[src/rtl/systolic_feeder.sv]
// systolic_feeder: skews X/W operand slices into a ROWS x COLS PE array and sequences one tile.
// Optional build macro FEEDER_PERF_EN adds the stall_cnt output.
module systolic_feeder #(
    parameter int DATA_WIDTH = 32,
    parameter int ROWS       = 4,
    parameter int COLS       = 4,
    parameter int KW         = 16
) (
    input  logic                       clk,
    input  logic                       rst,
    input  logic                       start,
    input  logic [KW-1:0]              k_len,
    input  logic                       in_valid,
    output logic                       in_ready,
    input  logic [ROWS*DATA_WIDTH-1:0] in_x,
    input  logic [COLS*DATA_WIDTH-1:0] in_w,
    output logic [ROWS*DATA_WIDTH-1:0] x_out,
    output logic [COLS*DATA_WIDTH-1:0] w_out,
    output logic                       arr_rst_n,
    output logic                       busy,
    output logic                       done
`ifdef FEEDER_PERF_EN
    ,
    output logic [15:0]                stall_cnt
`endif
);
    localparam int FLUSH_LEN = ROWS + COLS - 1;
    localparam int FW = $clog2(FLUSH_LEN + 1);

    typedef enum logic [2:0] {IDLE, CLEAR, STREAM, FLUSH, DONE} state_t;

    state_t        r_state, w_next;
    logic [KW-1:0] r_k_len, r_cnt;
    logic [FW-1:0] r_flush;
    logic          w_accept, w_last, w_flush_end;

    assign in_ready    = r_state == STREAM;
    assign arr_rst_n   = r_state != CLEAR;
    assign busy        = r_state != IDLE;
    assign done        = r_state == DONE;
    assign w_accept    = in_valid && in_ready;
    // comparing against k_len-1 keeps the counter inside KW bits for k_len = 2^KW-1
    assign w_last      = r_cnt == r_k_len - KW'(1);
    assign w_flush_end = r_flush == FW'(FLUSH_LEN - 1);

    // next-state decode for the tile sequencer
    always_comb begin
        w_next = r_state;
        case (r_state)
            IDLE:    if (start) w_next = (k_len == '0) ? DONE : CLEAR;
            CLEAR:   w_next = STREAM;
            STREAM:  if (w_accept && w_last) w_next = FLUSH;
            FLUSH:   if (w_flush_end) w_next = DONE;
            DONE:    w_next = IDLE;
            default: w_next = IDLE;
        endcase
    end

    // state register, latched tile length, slice and flush counters
    always_ff @(posedge clk) begin
        if (!rst) begin
            r_state <= IDLE;
            r_k_len <= '0;
            r_cnt   <= '0;
            r_flush <= '0;
        end else begin
            r_state <= w_next;
            if (r_state == IDLE && start) begin
                r_k_len <= k_len;
                r_cnt   <= '0;
            end else if (w_accept) begin
                r_cnt <= r_cnt + KW'(1);
            end
            r_flush <= (r_state == FLUSH) ? r_flush + FW'(1) : '0;
        end
    end

    for (genvar i = 0; i < ROWS; i++) begin : g_x
        logic [DATA_WIDTH-1:0] r_sk [0:i];
        // x lane i: i+1 deep free-running chain, bubble (zero) when no slice accepted
        always_ff @(posedge clk) begin
            if (!rst) begin
                for (int s = 0; s <= i; s++) r_sk[s] <= '0;
            end else begin
                r_sk[0] <= w_accept ? in_x[i*DATA_WIDTH +: DATA_WIDTH] : '0;
                for (int s = 1; s <= i; s++) r_sk[s] <= r_sk[s-1];
            end
        end
        assign x_out[i*DATA_WIDTH +: DATA_WIDTH] = r_sk[i];
    end

    for (genvar j = 0; j < COLS; j++) begin : g_w
        logic [DATA_WIDTH-1:0] r_sk [0:j];
        // w lane j: j+1 deep free-running chain, bubble (zero) when no slice accepted
        always_ff @(posedge clk) begin
            if (!rst) begin
                for (int s = 0; s <= j; s++) r_sk[s] <= '0;
            end else begin
                r_sk[0] <= w_accept ? in_w[j*DATA_WIDTH +: DATA_WIDTH] : '0;
                for (int s = 1; s <= j; s++) r_sk[s] <= r_sk[s-1];
            end
        end
        assign w_out[j*DATA_WIDTH +: DATA_WIDTH] = r_sk[j];
    end

`ifdef FEEDER_PERF_EN
    logic [15:0] r_stall;
    // saturating count of STREAM cycles starved by upstream, cleared when a tile enters CLEAR
    always_ff @(posedge clk) begin
        if (!rst)
            r_stall <= '0;
        else if (r_state == IDLE && start && k_len != '0)
            r_stall <= '0;
        else if (r_state == STREAM && !in_valid && r_stall != 16'hFFFF)
            r_stall <= r_stall + 16'd1;
    end
    assign stall_cnt = r_stall;
`endif
endmodule
[config.mk]
export PLATFORM = sky130hd
export DESIGN_NAME = systolic_feeder
export DESIGN_NICKNAME = d
export VERILOG_FILES = /design/src/rtl/systolic_feeder.sv
export SDC_FILE = /design/constraint.sdc
export NUM_CORES = 1
export LEC_CHECK = 0
export ABC_AREA = 1
export BUFFER_PORTS_ARGS = -buffer_cell sky130_fd_sc_hd__buf_4
export CORE_MARGIN = 2
export CORE_UTILIZATION = 40
export CTS_CLUSTER_DIAMETER = 100
export DETAILED_ROUTE_END_ITERATION = 10
export GPL_TIMING_DRIVEN = 0
export PLACE_DENSITY = 0.72
export REMOVE_ABC_BUFFERS = 1
export SYNTH_ARGS = -nofsm -noshare
export SYNTH_HDL_FRONTEND = slang
export SYNTH_SLANG_ARGS = --single-unit
[constraint.sdc]
create_clock -name clk -period 4.66 [get_ports clk]
set_input_delay 0.932 -clock clk [delete_from_list [all_inputs] [get_ports clk]]
set_output_delay 0.932 -clock clk [all_outputs]
set_load 0.005 [all_outputs]
==> flow_summary.toml <==
[synth]
yosys_warnings = 0
synthArstFlopShare_pct = 0
seq_area_frac_synth_pct = 63.5
syn_inst = 2507
synth_top_area_share_pct = 63.5
yosysTopAreaCell = "dfxtp_1"
synth_compound_area_share_pct = 1.14
synth_top_cells_by_area = "dfxtp_1, inv_1, nand2_1"
yosys.area_share.adder_pct = 0.234
muxShareOfSynthArea_pct = 0
synth-seq-cells = 678
synth_top_family_by_area = "buffers and inverters"
syn_area_sq_um = 21400
synth_cell_types = 28
synth.most_common_cell = "inv_1"
synth_edf_count = 0
ys.flop_type = "dfxtp_1"
synth.avg_cell_area_sq_um = 8.52
synth_xor_area_share_pct = 0.574
synth_common_cells = "inv_1, dfxtp_1, nand2_1"
synth-simple-area-share_pct = 15.4

[min_path]
min_path_cells = 2
hold_class = "reg2reg"
min_from = "g_x[3].r_sk[0][5]"
worstHoldEndpoint = "g_x[3].r_sk[1][5]"

[floorplanning]
io_pins = 536
die_w_microns = 235
die_h_microns = 235
rows = 84
start_util_pct = 40.6
core-area_sq_um = 52700
die-area_sq_um = 55300

[final_layout]
nNetsFinal = 3162
syn2layout_area_growth_pct = 27.3
num-fill-cells = 4774
fin_area_sq_um = 27200
drive_above_1_share_pct = 22.7

[clock_tree]
clk_pin_slew_ns = 0.06
cts_tree = "yes"
cts_setup_buffers = 0
insertion_delay_ns = 0.59
clockRootBuffer = "clkbuf_16"
ctsHtreeMaxLevel = 3
cts_sinks = 678
cts_hold_buffers = 0
cts.repair.resized = 0
cts-buffers-inserted = 70
ctsLongestPathBuffers = 3

[setup_path]
rrSetupSlack_ns = 2.21
crit_buf_inv = 4
reg2reg_from = "r_state[1]"
ff2ff_path_depth = 8
critPathCaptureType = "register"
r2r_end = "r_cnt[1]"
slowest_delay_ns = 0.49
path_delay_family = "buffers and inverters"
cp_max_fo = 163
start_kind = "input port"
crit_path_cell_trace = "buf_8 > buf_16 > nand2_4 > buf_16 > buf_16 > nor2_1"
crit_top_cell = "buf_16"
crit_required_ns = 5.18
criticalPathCategory = "in2reg"
arrival_ns = 3.38
cp_slowest_cell = "buf_16"

[placed_design]
portBuffers = 535
place_area_sq_um = 24900
post-place-ws_ns = 1.20
dp_hpwl_mm = 31.4
gp_congestion = 0.819

[power]
finalPower_mw = 12.7
p_sw_share_pct = 23.4
combPwrFrac_pct = 8.7
cellInternalPower_mw = 9.74
powerDensity_nw_per_um2 = 467
p_seq_share_pct = 48.3
worst_ir_drop_vdd_mv = 0.336
p_leak_nw = 16.1
switching_power_mw = 2.97
p_clk_share_pct = 43.0

[job]
drv_cap = 0

[run_status]
outcome = "completed"

[sta]
finalCritPeriodShare_pct = 61.5
worst_pin_slew_ns = 0.780
setup_viol = 0
rsz0062_at_grt = "false"
drv_slew = 0
slew-limit-headroom_pct = 47.9
hold_violations = 0
fin_ws_ns = 1.79
fmax_ghz = 0.349
finalCriticalPeriod_ns = 2.87
fin_skew_ns = 0.0124

[routing]
wl_mm = 44.6
routedWlPerCell_microns = 12.3
dr.first_iter.drc_count = 570
num_vias = 14400
via_per_inst = 3.96
first_pass_iters = 5
antenna_left = 0
drc = 0

[grt]
grt_pass1_wl_mm = 69.5
antenna_found_initial = 7
grt_max_degree = 164
grt_pass1_vias = 13900
track_usage_pct = 15.8
overflow = 0
-- per-stage QoR --
stage           TNS, ns  instances  util, %  hold slack, ns
3_3_place_gp   -2329.42       3493     47.0           0.391
4_1_cts               0       3618     51.7           0.396
6_report              0       3623     51.7           0.403
5_1_grt               0       3619     51.7           0.416
2_1_floorplan   -175.00       2270        -           0.390
3_5_place_dp          0       3498     47.3           0.395
-- area by class of cell --
| cell class | count | area (sq um) | share of cell area, % |
|---|---|---|---|
| sequential | 678 | 13600 | 49.9 |
| timing repair buffer | 540 | 4160 | 15.3 |
| multi-input combinational | 902 | 3720 | 13.7 |
| inverter | 690 | 2590 | 9.52 |
| clock buffer | 99 | 2030 | 7.46 |
| tap | 688 | 861 | 3.16 |
| clock inverter | 21 | 263 | 0.966 |
| antenna | 5 | 12.5 | 0.0460 |
-- routing by layer --
| layer | track usage (%) | vias to the layer above | share of wire, % |
|---|---|---|---|
| met5 | 0 | - | 0.094 |
| met4 | 6.66 | 6 | 4.1 |
| met1 | 16.1 | 6302 | 39 |
| met2 | 28.9 | 394 | 50 |
| li1 | - | 7548 | - |
| met3 | 5.91 | 107 | 7.4 |
-- logic make-up after synthesis --
family                   after synthesis
AO/OA/AOI/OAI                         48
AND/OR/NAND/NOR                      836
adder cells (fa/ha/maj)                4
buffers and inverters                927
flip-flops                           678
XOR/XNOR                              14
-- how the worst max path moves through the flow --
stage | from | cells after the start | endpoint
floorplan | in_valid | 4 | g_w[0].r_sk[0][0]
global placement | rst | 3 | g_w[1].r_sk[0][30]
detailed placement | rst | 6 | g_w[1].r_sk[0][3]
CTS | rst | 6 | g_w[1].r_sk[0][3]
global route | rst | 6 | g_x[1].r_sk[0][2]
finish | rst | 6 | g_w[2].r_sk[0][11]
-- power groups by stage --
stage	Combinational [mW]	Clock, mW	Sequential [mW]
floorplan	0.632	0	6.25
global placement	1.17	0	6.25
detailed placement	1.11	0	6.26
CTS	1.12	5.62	6.13
global route	1.27	5.85	6.15
finish	1.11	5.47	6.13
-- tightest hold or removal path: stages, from the launching register on --
cell	delay, ns
dfxtp_1	0.30
nand2_1	0.04
inv_1	0.04
-- flip-flops by register name (all words and copies together) (netlist names) --
name and flops:
r_flush 3, r_state 3, r_cnt 16, g_x.r_sk 320, r_k_len 16, g_w.r_sk 320
-- cells in the final DEF (no fill, tap or decap), types with 2 or more instances in the layout --
master / instances
or2_2: 3
clkbuf_8: 17
dfxtp_1: 678
inv_6: 3
xor2_1: 10
nor2_1: 299
diode_2: 5
bufinv_16: 3
ha_1: 4
clkinv_4: 2
o21ai_0: 20
clkinv_8: 5
nor4_1: 4
clkbuf_1: 12
clkinvlp_4: 3
nand2_4: 2
nand3b_1: 5
inv_1: 688
nor2_4: 3
buf_16: 5
nand3_1: 21
xnor2_1: 4
nand3_2: 3
nand4_1: 5
buf_4: 534
a21oi_1: 27
clkbuf_16: 70
nor3_1: 8
nor2_2: 2
inv_2: 2
nand2_1: 478
clkinv_2: 5
No activity file was read; power rests on OpenSTA's default activity.
